`src/rtl/apb_wb_bridge_pkg.sv`:
```
// Shared definitions for the APB4-to-Wishbone bridge: bus widths, FSM states
// and the sizing helper for the response timeout counter.
package bus_pkg;

  localparam int APB_DATA_W = 32;
  localparam int APB_STRB_W = APB_DATA_W / 8;
  localparam int WB_DATA_W  = 32;
  localparam int WB_SEL_W   = WB_DATA_W / 8;

  typedef enum logic [1:0] {
    IDLE = 2'd0,
    REQ  = 2'd1,
    WAIT = 2'd2,
    DONE = 2'd3
  } state_t;

  // Counter must hold values up to TIMEOUT and never be narrower than one bit.
  function automatic int cntWidth(input int timeout);
    int w;
    w = $clog2(timeout + 1);
    return (w < 1) ? 1 : w;
  endfunction

endpackage

```
`src/rtl/apb_wb_bridge_if.sv`:
```
// Bundles the APB slave side and the Wishbone master side of the bridge.
// The slave modport is the bridge's view; master is the surrounding system.
interface apb_wb_bridge_if #(
  parameter int ADDR_WIDTH = 16
);
  import bus_pkg::*;

  logic                  psel_i;
  logic                  penable_i;
  logic                  pwrite_i;
  logic [ADDR_WIDTH-1:0] paddr_i;
  logic [APB_DATA_W-1:0] pwdata_i;
  logic [APB_STRB_W-1:0] pstrb_i;
  logic                  pready_o;
  logic [APB_DATA_W-1:0] prdata_o;
  logic                  pslverr_o;

  logic                  wb_cyc_o;
  logic                  wb_stb_o;
  logic [ADDR_WIDTH-1:0] wb_adr_o;
  logic [WB_SEL_W-1:0]   wb_sel_o;
  logic                  wb_we_o;
  logic [WB_DATA_W-1:0]  wb_dat_o;
  logic                  wb_stall_i;
  logic                  wb_ack_i;
  logic                  wb_err_i;
  logic                  wb_rty_i;
  logic [WB_DATA_W-1:0]  wb_dat_i;

  modport slave (
    input  psel_i, penable_i, pwrite_i, paddr_i, pwdata_i, pstrb_i,
    output pready_o, prdata_o, pslverr_o,
    output wb_cyc_o, wb_stb_o, wb_adr_o, wb_sel_o, wb_we_o, wb_dat_o,
    input  wb_stall_i, wb_ack_i, wb_err_i, wb_rty_i, wb_dat_i
  );

  modport master (
    output psel_i, penable_i, pwrite_i, paddr_i, pwdata_i, pstrb_i,
    input  pready_o, prdata_o, pslverr_o,
    input  wb_cyc_o, wb_stb_o, wb_adr_o, wb_sel_o, wb_we_o, wb_dat_o,
    output wb_stall_i, wb_ack_i, wb_err_i, wb_rty_i, wb_dat_i
  );

endinterface

```
`src/rtl/apb_wb_bridge.sv`:
```
// APB4 slave to pipelined Wishbone B4 master: one single-beat WB cycle per APB
// access, with every output registered to isolate the APB fabric timing.
module apb_wb_bridge
  import bus_pkg::*;
#(
  parameter int ADDR_WIDTH = 16,
  parameter int DATA_WIDTH = 32,
  parameter int TIMEOUT    = 255
) (
  input  logic           clk_i,
  input  logic           rst_i,
  apb_wb_bridge_if.slave bus
);

  localparam int              CNT_W    = cntWidth(TIMEOUT);
  localparam logic [CNT_W-1:0] CNT_LAST = (TIMEOUT == 0) ? '0 : CNT_W'(TIMEOUT - 1);

  state_t                r_state;
  state_t                w_next;
  logic [CNT_W-1:0]      r_cnt;
  logic                  w_setup;
  logic                  w_resp;
  logic                  w_timeout;
  logic                  w_finish;
  logic                  w_fail;
  logic                  w_loadRd;
  logic [DATA_WIDTH-1:0] w_rdData;

  assign w_setup   = bus.psel_i && !bus.penable_i;
  assign w_resp    = bus.wb_ack_i || bus.wb_err_i || bus.wb_rty_i;
  assign w_timeout = (TIMEOUT != 0) && (r_cnt == CNT_LAST);
  assign w_rdData  = bus.wb_dat_i;
  assign w_loadRd  = w_finish && !w_fail && !bus.wb_we_o;

  always_ff @(posedge clk_i or posedge rst_i) begin
    if (rst_i) begin
      r_state <= IDLE;
    end else begin
      r_state <= w_next;
    end
  end

  // A real response beats a simultaneous timeout; err and rty both map to pslverr.
  always_comb begin
    w_next   = r_state;
    w_finish = 1'b0;
    w_fail   = 1'b0;
    case (r_state)
      IDLE: begin
        if (w_setup) begin
          w_next = REQ;
        end
      end
      REQ: begin
        if (!bus.wb_stall_i && w_resp) begin
          w_finish = 1'b1;
          w_fail   = bus.wb_err_i || bus.wb_rty_i;
        end else if (w_timeout) begin
          w_finish = 1'b1;
          w_fail   = 1'b1;
        end else if (!bus.wb_stall_i) begin
          w_next = WAIT;
        end
      end
      WAIT: begin
        if (w_resp) begin
          w_finish = 1'b1;
          w_fail   = bus.wb_err_i || bus.wb_rty_i;
        end else if (w_timeout) begin
          w_finish = 1'b1;
          w_fail   = 1'b1;
        end
      end
      DONE: begin
        w_next = IDLE;
      end
      default: begin
        w_next = IDLE;
      end
    endcase
    if (w_finish) begin
      w_next = DONE;
    end
  end

  always_ff @(posedge clk_i or posedge rst_i) begin
    if (rst_i) begin
      bus.pready_o  <= 1'b0;
      bus.pslverr_o <= 1'b0;
      bus.prdata_o  <= '0;
      bus.wb_cyc_o  <= 1'b0;
      bus.wb_stb_o  <= 1'b0;
      bus.wb_adr_o  <= '0;
      bus.wb_sel_o  <= '0;
      bus.wb_we_o   <= 1'b0;
      bus.wb_dat_o  <= '0;
      r_cnt         <= '0;
    end else begin
      bus.pready_o <= w_finish;
      case (r_state)
        IDLE: begin
          if (w_setup) begin
            bus.wb_adr_o <= bus.paddr_i;
            bus.wb_we_o  <= bus.pwrite_i;
            bus.wb_dat_o <= bus.pwdata_i;
            bus.wb_sel_o <= bus.pwrite_i ? bus.pstrb_i : 4'hF;
            bus.wb_cyc_o <= 1'b1;
            bus.wb_stb_o <= 1'b1;
            r_cnt        <= '0;
          end
        end
        REQ, WAIT: begin
          if (w_finish) begin
            bus.wb_cyc_o  <= 1'b0;
            bus.wb_stb_o  <= 1'b0;
            bus.pslverr_o <= w_fail;
            bus.prdata_o  <= w_loadRd ? w_rdData : '0;
          end else begin
            r_cnt <= r_cnt + CNT_W'(1);
            if (w_next == WAIT) begin
              bus.wb_stb_o <= 1'b0;
            end
          end
        end
        DONE: begin
          bus.pslverr_o <= 1'b0;
        end
        default: begin
        end
      endcase
    end
  end

endmodule

```
`src/flat_wrapper.sv`:
```
// flat-port wrapper written by rule: the top's interface ports become plain ports
module apb_wb_bridge_flat import bus_pkg::*;
#(
  parameter int ADDR_WIDTH = 16,
  parameter int DATA_WIDTH = 32,
  parameter int TIMEOUT    = 255
)
  (clk_i, rst_i, bus_psel_i, bus_penable_i, bus_pwrite_i, bus_paddr_i, bus_pwdata_i, bus_pstrb_i, bus_pready_o, bus_prdata_o, bus_pslverr_o, bus_wb_cyc_o, bus_wb_stb_o, bus_wb_adr_o, bus_wb_sel_o, bus_wb_we_o, bus_wb_dat_o, bus_wb_stall_i, bus_wb_ack_i, bus_wb_err_i, bus_wb_rty_i, bus_wb_dat_i);
  apb_wb_bridge_if #(.ADDR_WIDTH(ADDR_WIDTH)) bus_i ();
  input  logic clk_i;
  input  logic rst_i;
  input wire logic [$bits(bus_i.psel_i)-1:0] bus_psel_i;
  input wire logic [$bits(bus_i.penable_i)-1:0] bus_penable_i;
  input wire logic [$bits(bus_i.pwrite_i)-1:0] bus_pwrite_i;
  input wire logic [$bits(bus_i.paddr_i)-1:0] bus_paddr_i;
  input wire logic [$bits(bus_i.pwdata_i)-1:0] bus_pwdata_i;
  input wire logic [$bits(bus_i.pstrb_i)-1:0] bus_pstrb_i;
  output wire logic [$bits(bus_i.pready_o)-1:0] bus_pready_o;
  output wire logic [$bits(bus_i.prdata_o)-1:0] bus_prdata_o;
  output wire logic [$bits(bus_i.pslverr_o)-1:0] bus_pslverr_o;
  output wire logic [$bits(bus_i.wb_cyc_o)-1:0] bus_wb_cyc_o;
  output wire logic [$bits(bus_i.wb_stb_o)-1:0] bus_wb_stb_o;
  output wire logic [$bits(bus_i.wb_adr_o)-1:0] bus_wb_adr_o;
  output wire logic [$bits(bus_i.wb_sel_o)-1:0] bus_wb_sel_o;
  output wire logic [$bits(bus_i.wb_we_o)-1:0] bus_wb_we_o;
  output wire logic [$bits(bus_i.wb_dat_o)-1:0] bus_wb_dat_o;
  input wire logic [$bits(bus_i.wb_stall_i)-1:0] bus_wb_stall_i;
  input wire logic [$bits(bus_i.wb_ack_i)-1:0] bus_wb_ack_i;
  input wire logic [$bits(bus_i.wb_err_i)-1:0] bus_wb_err_i;
  input wire logic [$bits(bus_i.wb_rty_i)-1:0] bus_wb_rty_i;
  input wire logic [$bits(bus_i.wb_dat_i)-1:0] bus_wb_dat_i;
  assign bus_i.psel_i = bus_psel_i;
  assign bus_i.penable_i = bus_penable_i;
  assign bus_i.pwrite_i = bus_pwrite_i;
  assign bus_i.paddr_i = bus_paddr_i;
  assign bus_i.pwdata_i = bus_pwdata_i;
  assign bus_i.pstrb_i = bus_pstrb_i;
  assign bus_pready_o = bus_i.pready_o;
  assign bus_prdata_o = bus_i.prdata_o;
  assign bus_pslverr_o = bus_i.pslverr_o;
  assign bus_wb_cyc_o = bus_i.wb_cyc_o;
  assign bus_wb_stb_o = bus_i.wb_stb_o;
  assign bus_wb_adr_o = bus_i.wb_adr_o;
  assign bus_wb_sel_o = bus_i.wb_sel_o;
  assign bus_wb_we_o = bus_i.wb_we_o;
  assign bus_wb_dat_o = bus_i.wb_dat_o;
  assign bus_i.wb_stall_i = bus_wb_stall_i;
  assign bus_i.wb_ack_i = bus_wb_ack_i;
  assign bus_i.wb_err_i = bus_wb_err_i;
  assign bus_i.wb_rty_i = bus_wb_rty_i;
  assign bus_i.wb_dat_i = bus_wb_dat_i;
  apb_wb_bridge #(.ADDR_WIDTH(ADDR_WIDTH), .DATA_WIDTH(DATA_WIDTH), .TIMEOUT(TIMEOUT)) u_core (.clk_i(clk_i), .rst_i(rst_i), .bus(bus_i));
endmodule
```
`config.mk`:
```
export PLATFORM = sky130hd
export DESIGN_NAME = apb_wb_bridge_flat
export DESIGN_NICKNAME = d
export VERILOG_FILES = /design/src/rtl/apb_wb_bridge_pkg.sv /design/src/rtl/apb_wb_bridge_if.sv /design/src/rtl/apb_wb_bridge.sv /design/src/flat_wrapper.sv
export SDC_FILE = /design/constraint.sdc
export NUM_CORES = 1
export LEC_CHECK = 0
export CORE_ASPECT_RATIO = 0.5
export CORE_MARGIN = 1.5
export CORE_UTILIZATION = 42
export CTS_CLUSTER_SIZE = 28
export DETAILED_ROUTE_END_ITERATION = 10
export PLACE_DENSITY = 0.9
export SLEW_MARGIN = 20
export SYNTH_ARGS = -nofsm -noshare
export SYNTH_HDL_FRONTEND = slang
export SYNTH_SLANG_ARGS = --single-unit
```
`constraint.sdc`:
```
create_clock -name clk_i -period 3.5 [get_ports clk_i]
set_clock_uncertainty 0.1 [all_clocks]
set_input_delay 0.35 -clock clk_i [delete_from_list [all_inputs] [get_ports clk_i]]
set_output_delay 0.35 -clock clk_i [all_outputs]
set_load 0.02 [all_outputs]
```
== After elaboration in Yosys (flattened, before gate mapping) ==
Cells that the tools add are included.
Widths: inputs -> output; s select.

* Register bits after elaboration: 99
* Input port bits: 93
* Output and inout bits: 89

* Equal/unequal tests: 9
* Mux-type cells: 26
* Reductions and logical operators: 21
* Add/sub/neg operators: 1

{| class="wikitable"
|+ Operators by type and width
! cell !! count
|-
| $mux 32 || 1
|-
| $mux 8 || 2
|-
| $pmux 8 s2 || 1
|-
| $mux 1 || 10
|-
| $mux 2 || 5
|-
| $pmux 1 s2 || 5
|-
| $reduce_and 3->1 || 3
|-
| $add 8x1->8 const B || 1
|-
| $eq 8x8->1 const B || 1
|-
| $eq 2x2->1 const B || 3
|-
| $pmux 2 s3 || 1
|-
| $reduce_and 2->1 || 3
|-
| $logic_and 1x1->1 || 4
|-
| $logic_not 1->1 || 4
|-
| $mux 4 || 1
|-
| $ne 2x1->1 const B || 2
|-
| $reduce_bool 2->1 || 2
|-
| $logic_or 1x1->1 || 3
|-
| $ne 3x1->1 const B || 1
|-
| $eq 2x1->1 const B || 1
|-
| $logic_not 2->1 || 1
|-
| $ne 2x2->1 const B || 1
|-
| $reduce_or 2->1 || 1
|}

== Longest topological paths before layout ==
* Depth after elaboration: 10
* Mapped depth: 10
* Mapped depth without buffers: 8

== Least setup slack after synthesis ==
No wires, ideal clock.

* Path type: register -> register
* Start: reg u_core.r_state[0]
* End: reg u_core.r_state[0]
* Buffers on the path: 1
* Cell stages (with the launch flop): 9
* Clock period less this slack: 2057 ps
* Library setup time: 127 ps
* Path slack: 1443 ps
* Arrival time: 1830 ps
* Cell sequence: dfrtp_1 inv_1 ha_1 or2b_1 a2bb2oi_2 nand2b_1 buf_2 inv_2 or2_2

* Cells in the longest elaborated chain, start to end: 5

{| class="wikitable"
|+ Ends and longest elaborated chain
! element !! RTL line !! source
|-
| start: declaration || apb_wb_bridge.sv:18 || <nowiki>state_t r_state;</nowiki>
|-
| start signal: assignment || apb_wb_bridge.sv:39 || <nowiki>r_state <= w_next;</nowiki>
|-
| $mux 2 || apb_wb_bridge.sv:61 || <nowiki>end else if (!bus.wb_stall_i) begin</nowiki>
|-
| $mux 2 || apb_wb_bridge.sv:58 || <nowiki>end else if (w_timeout) begin</nowiki>
|-
| $mux 2 || apb_wb_bridge.sv:55 || <nowiki>if (!bus.wb_stall_i && w_resp) begin</nowiki>
|-
| $pmux 2 s3 || apb_wb_bridge.sv:48 || <nowiki>case (r_state)</nowiki>
|-
| $mux 2 (*) || apb_wb_bridge.sv:81 || <nowiki>if (w_finish) begin</nowiki>
|-
| named net u_core.w_next[0] || apb_wb_bridge.sv:19 || <nowiki>state_t w_next;</nowiki>
|}

Mark *: on every way through the listed nets, which the timed path passes. The rest lies on a longest branch.
A chain may end at the register's enable or synchronous reset.

== Worst setup path in the final report ==
Ends and elaborated chain as after synthesis.

==> impl_metrics.py <==
metrics = {
    "timing": {
        "max_freq_mhz": 412,
        "rsz0062_at_grt": "false",
        "worst_slack_ns": 1.07,
        "drv_slew": 0,
        "slew_headroom_pct": 61.7,
        "setup_tns_ns": 0,
        "period_needed_ns": 2.43,
        "worst_pin_slew_ns": 0.574,
        "post-route-period-util_pct": 69.4,
        "hold_violations": 0,
        "finalSetupViolCount": 0,
    },
    "run_status": {
        "status": "finished clean",
    },
    "synth": {
        "synth_top_area_share_pct": 59.4,
        "syn-num-nets": 462,
        "async_flop_share_pct": 100,
        "synth_cell_types": 40,
        "syn_area_mm2": 0.00417,
        "yosysSeqAreaShare_pct": 59.4,
        "synth.largest_area_cell": "dfrtp_1",
        "synth_ff_type": "dfrtp_1",
        "syn_inst": 363,
        "ys_ff_latch": 99,
        "synth_edf_count": 0,
        "yosysWarningCount": 0,
        "syn_avg_cell_area_um2": 11.5,
        "ys_top_cells_by_area": "dfrtp_1 59%, mux2_2 14%, nand2_1 7.4%, o21ai_0 4.2%, ha_1 1.8%",
    },
    "floorplan": {
        "fp-row-count": 25,
        "dieHeight_um": 73.4,
        "initial_core_util_pct": 43.7,
        "die_area_mm2": 0.0106,
        "fp.dieW_um": 144,
        "coreArea_mm2": 0.00954,
        "io_pins": 182,
    },
    "place": {
        "dpl_worst_slack_ns": 0.906,
        "hpwl_um": 8100,
        "dpl_cell_area_mm2": 0.00612,
        "gp_congestion": 0.826,
        "port_buffers": 181,
    },
    "grt": {
        "grt_pass1_vias": 3379,
        "grtUsageTotal_pct": 21.3,
        "grt_pass1_wl_um": 17100,
        "grt_antenna_before_repair": 0,
        "gr-total-overflow": 0,
        "grt_start_max_net_pins": 55,
    },
    "layout": {
        "regArea_mm2": 0.00248,
        "final_area_mm2": 0.00645,
        "areaGrowthSynthToFinish_pct": 54.9,
        "multiInputGateArea_mm2": 0.00157,
        "antennaDiodeCount": 0,
        "post-route-util_pct": 67.7,
        "nNetsFinal": 641,
        "drive_gt1_share_pct": 15.0,
        "fillers": 708,
    },
    "power_and_ir_drop": {
        "power_w": 0.00600,
        "peakVddDrop_mv": 0.378,
        "power_density_mw_per_mm2": 930,
        "p_leak_nw": 2.76,
    },
    "clock_tree": {
        "cts_inserted_buffers": 9,
        "cts_hold_buf": 0,
        "cts_tree": "yes",
        "clk-insertion-delay-late_ns": 0.34,
        "cts_buffer_depth": 2,
        "cts_setup_buffers": 0,
        "h-tree-depth": 3,
        "cts-root-buf": "clkbuf_16",
        "cts_resized": 0,
        "clock_sinks": 99,
        "clk_pin_slew_ns": 0.06,
    },
    "setup_path": {
        "crit_path_end_kind": "register",
        "path_cells": "inv_1 -> ha_1 -> or2b_1 -> a2bb2oi_2 -> nand2b_1 -> inv_2 -> or2_2",
        "cp_top_family": "simple AND/OR/NAND/NOR gates",
        "worstPathRequired_ns": 3.62,
        "worstSetupStartpointType": "register",
        "cp.depth": 7,
        "critPathBufInv": 2,
        "r2r_cells": 7,
        "cp_slowest_cell": "dfrtp_1",
        "arrival_ns": 2.55,
        "slowest_delay_ns": 0.41,
        "crit_fanout": 34,
        "timing_worst_setup_path_type": "reg -> reg",
    },
    "routing": {
        "wire_per_inst_um": 16.3,
        "ant_nets": 0,
        "vias": 3396,
        "wl_um": 11100,
        "drtIter0Drc": 217,
        "viasPerCell": 4.98,
        "route.detailed.drc": 0,
        "drt_pass1_iterations": 4,
    },
    "run": {
        "max-cap-violations": 0,
    },
    "worst_hold_path": {
        "hold_path_class": "reg -> reg",
        "worstHoldPathCells": 2,
    },
}
## through the flow
stage / cells / hold slack, ns
after floorplan: 363 / 0.377
after global placement: 666 / 0.360
after detailed placement: 666 / 0.369
after CTS: 682 / 0.384
after global routing: 682 / 0.404
final: 682 / 0.374
## kinds of logic after synthesis
family,share of synthesized area [%]
buffers and inverters,2.91
muxes,13.5
DFF,59.4
AOI/OAI and AO/OA,9.07
adders and majority gates,1.80
and+or+nand+nor,13.3
## worst reg2reg max path, cell delays in order, from the launching register on
cell,delay (ns)
dfrtp_1,0.41
inv_1,0.09
ha_1,0.27
or2b_1,0.28
a2bb2oi_2,0.35
nand2b_1,0.20
inv_2,0.24
or2_2,0.37
## where the power goes
part	internal [W]	leakage (nW)	switching (W)	total, W
combinational	0.00139	1.36	0.00158	0.00297
sequential	0.00165	1.23	0.000282	0.00194
clock	0.000687	0.166	0.000413	0.00110
total	0.00373	2.76	0.00227	0.00600
## routing by layer
layer	wire length (um)	track usage (%)	vias to the layer above
met5	0	0	-
met4	283	7.71	0
met3	446	5.54	27
met2	6120	39.8	96
met1	4270	23.9	1678
li1	-	-	1595
## layout by cell type, fill, tap and decap left out, drive strengths merged
cell type / instances
clkdlybuf4s50: 181
dfrtp: 99
nand2: 82
mux2: 50
o21ai: 43
clkbuf: 13
inv: 9
nand3: 8
ha: 6
nor2b: 5
buf: 5
or3: 5
o211ai: 4
nand4: 4
a21oi: 3
nand2b: 3
a22o: 3
a2bb2oi: 2
o22ai: 2
nor2: 2
or4: 2
a31oi: 2
bufinv: 2
or2b: 2
or2: 2
and2b: 1
a211oi: 1
a221o: 1
and3: 1
nor3: 1
o311a: 1
a32oi: 1
clkinv: 1
## flip-flops by register name, indices dropped and copies added (netlist names), 2 cells and up
signal / flops
u_core.bus.wb_sel_o: 4
u_core.bus.wb_dat_o: 32
u_core.r_cnt: 8
u_core.r_state: 2
u_core.bus.wb_adr_o: 16
u_core.bus.prdata_o: 32
## cells in the mapped netlist, types with 2 or more instances
cell type	instances
clkbuf_2	2
buf_2	10
nand2b_1	3
dfrtp_1	99
inv_1	8
a21oi_1	3
o211ai_1	4
a22o_1	3
nand4_1	2
o22ai_1	2
a31oi_1	2
nand3_1	8
nand2_1	82
clkbuf_1	5
o21ai_1	8
or4_1	2
a2bb2oi_2	2
nor2b_1	5
or3_1	3
ha_1	6
nor2_1	2
mux2_2	50
o21ai_0	35
## layout make-up
| class | instances | area share, % |
|---|---|---|
| clock buffers | 13 | 4.19 |
| clock inverters | 3 | 1.07 |
| inverters | 9 | 0.562 |
| multi-input cells | 237 | 24.3 |
| flip-flops and latches | 99 | 38.4 |
| well taps | 135 | 2.62 |
| repair buffers | 186 | 28.8 |
## path summary, 6_finish.rpt
path	start	endpoint	slack, ns
min	u_core.bus.wb_sel_o[3]$_DFFE_PP0P_	u_core.bus.wb_sel_o[3]$_DFFE_PP0P_	0.37
max	u_core.r_state[0]$_DFF_PP0_	u_core.r_state[0]$_DFF_PP0_	1.07
max in group asynchronous	rst_i	u_core.bus.pslverr_o$_DFFE_PP0P_	2.22
min in group asynchronous	rst_i	u_core.bus.wb_dat_o[20]$_DFFE_PP0P_	0.39
max reg2reg	u_core.r_state[0]$_DFF_PP0_	u_core.r_state[0]$_DFF_PP0_	1.07
min reg2reg	u_core.bus.wb_sel_o[3]$_DFFE_PP0P_	u_core.bus.wb_sel_o[3]$_DFFE_PP0P_	0.37
(Power assumes the default switching activity.)
==> edit: new RTL, config.mk and constraints unchanged <==
Reset style: synchronous (`rst_i`), changed in 2 clocked blocks.
--- a/src/rtl/apb_wb_bridge.sv
+++ b/src/rtl/apb_wb_bridge.sv
@@ -32,7 +32,7 @@
   assign w_rdData  = bus.wb_dat_i;
   assign w_loadRd  = w_finish && !w_fail && !bus.wb_we_o;
 
-  always_ff @(posedge clk_i or posedge rst_i) begin
+  always_ff @(posedge clk_i) begin
     if (rst_i) begin
       r_state <= IDLE;
     end else begin
@@ -83,7 +83,7 @@
     end
   end
 
-  always_ff @(posedge clk_i or posedge rst_i) begin
+  always_ff @(posedge clk_i) begin
     if (rst_i) begin
       bus.pready_o  <= 1'b0;
       bus.pslverr_o <= 1'b0;
Formal check against the unedited RTL: differs if rst_i is asserted again (counterexample within 4 cycles, from zero or initial values and one cycle with rst_i high); with rst_i held inactive, the same outputs for 10 cycles.
==> edit against the unedited design <==
Cell area down 8.7%. Largest cell class unchanged. Worst setup slack improved by 0.13 ns. Critical path type unchanged. Sequential cell count did not move. Synthesized cell count up 10%. Area after synthesis decreased by 11%. Fmax up 5.6%. Wire length shrank 7.2%.
Power is not compared: it rests on default switching activity, and its combinational part moved more than twofold at a synthesized area within 25%.
==> edit: results (changes against the unedited design) <==
Outcome
  • Outcome: completed

GRT
  • First-pass GRT wire length: 16.8 mm (-1.7%)
  • Largest net degree at the start of global routing: 59 (+7.3%)
  • Vias in the first global route: 3355 (-0.71%)
  • GRT Total Usage: 22.5% (+1.2 points)

Worst setup path
  • Crit Path Max Fanout: 32 (-5.9%)
  • Crit Reg-Reg Startpoint: u_core.r_state[0]$_SDFF_PP0_
  • WP data arrival: 2.48 ns (-0.07 ns)
  • CP max stage cell: dfxtp_1
  • Cells on worst reg2reg path: 8 (+1)
  • CP max stage delay: 0.36 ns (-0.05 ns)
  • RR Endpoint: u_core.bus.prdata_o[3]$_SDFFE_PP0P_
  • Worst reg-to-reg setup slack: 1.20 ns (+0.13 ns)

Logic synthesis
  • Yosys cell types: 46 (+15%)
  • Top cells by count, synth: nand2_1, dfxtp_1, a21oi_1, a22o_2, clkbuf_1
  • Largest cells by area after synthesis: dfxtp_1, nand2_1, a21oi_1
  • Ys async rst share: 0% (-100 points)
  • Syn Area/Cell: 9.25 um2 (-19%)
  • Register area share after synthesis: 53.4% (-6.0 points)
  • Most common cell in the netlist: nand2_1
  • Syn_nets: 501 (+8.4%)

Placement
  • GPL Wtd Cong: 0.851 (+3.0%)
  • Cell Area, Placed: 5600 um2 (-8.4%)
  • Worst slack, placed: 1.13 ns (+0.227 ns)
  • Hpwl dp: 7.24 mm (-11%)
  • Cells after DPL: 675 (+1.4%)

Routing
  • Post-Route WL: 10.3 mm (-7.2%)
  • Vias/cell: 5.02 (+0.79%)
  • DRT iter0 DRCs: 232 (+6.9%)
  • DRT Pass-1 Iters: 4 (unchanged)

Min path
  • Hold Crit Start: rst_i
  • Hold crit path type: primary input to flop

Clock network
  • Worst-path clk slew: 0.07 ns

Cells and area
  • # fillers: 612 (-14%)
  • Share of cells above drive strength 1: 11.2% (-3.8 points)
  • Non-filler instance count after layout: 691 (+1.3%)
  • Nets@finish: 674 (+5.1%)
  • Biggest registers after layout: u_core.bus.prdata_o (32), u_core.bus.wb_dat_o (32), u_core.bus.wb_adr_o (16)

STA
  • Worst-Margin Slew: 0.714 ns (+0.140 ns)
  • Minimum clock period: 2.30 ns (-0.128 ns)
==> edit: kinds of logic after synthesis <==
family	count (synthesis)	synth area share, %
adders and majority gates	7	2.36
buffers and inverters	31	3.74
xor gates and xnor gates	5	1.18
and+or+nand+nor	145	17.7
AOI/OAI and AO/OA	114	21.6
DFF	99	53.4
==> edit: cell type report <==
class                           count  share of cell area [%]
Sequential cell                    99                    33.6
Timing Repair Buffer              187                    31.4
Multi-Input combinational cell    271                    27.2
Clock buffer                       10                    3.89
Tap cell                          112                    2.38
Clock inverter                      6                    1.08
Inverter                            6                   0.382
==> edit: worst min path at each step <==
stage / to / slack (ns) / depth (start not counted)
6_report: u_core.bus.wb_cyc_o$_SDFFE_PP0P_ / 0.23 / 2
5_1_grt: u_core.bus.wb_cyc_o$_SDFFE_PP0P_ / 0.24 / 2
4_1_cts: u_core.r_state[1]$_SDFF_PP0_ / 0.22 / 2
3_5_place_dp: u_core.bus.wb_dat_o[16]$_SDFFE_PP0P_ / 0.35 / 2
3_3_place_gp: u_core.bus.wb_dat_o[11]$_SDFFE_PP0P_ / 0.34 / 2
2_1_floorplan: u_core.bus.prdata_o[1]$_SDFFE_PP0P_ / 0.38 / 1
==> edit: worst max-delay path: cells and delay by family, from the launching register on <==
family,cells,cell delay [ns]
simple gates,3,0.57
compound gates,2,0.47
buf+inv,2,0.45
flops,1,0.36
fa+ha+maj,1,0.29
==> edit: metal layers <==
layer	vias up	global-route usage [%]	part of all wire, %
met5	-	0	0
met4	0	9.10	2.0
met3	19	5.56	5.3
met2	96	40.4	52
met1	1623	25.6	41
li1	1730	-	-
==> edit: where the power goes <==
part / internal, uW / switching (uW) / leakage, uW
Clock: 554 / 422 / 0.000139
Sequential: 1300 / 102 / 0.000806
Combinational: 585 / 685 / 0.00120
==> edit: metrics by stage <==
step           total power, uW  utilization [%]
2_1_floorplan             2140                -
3_3_place_gp              2660             67.6
3_5_place_dp              2690             67.6
4_1_cts                   3670             71.1
5_1_grt                   3840             71.1
6_report                  3650             71.1
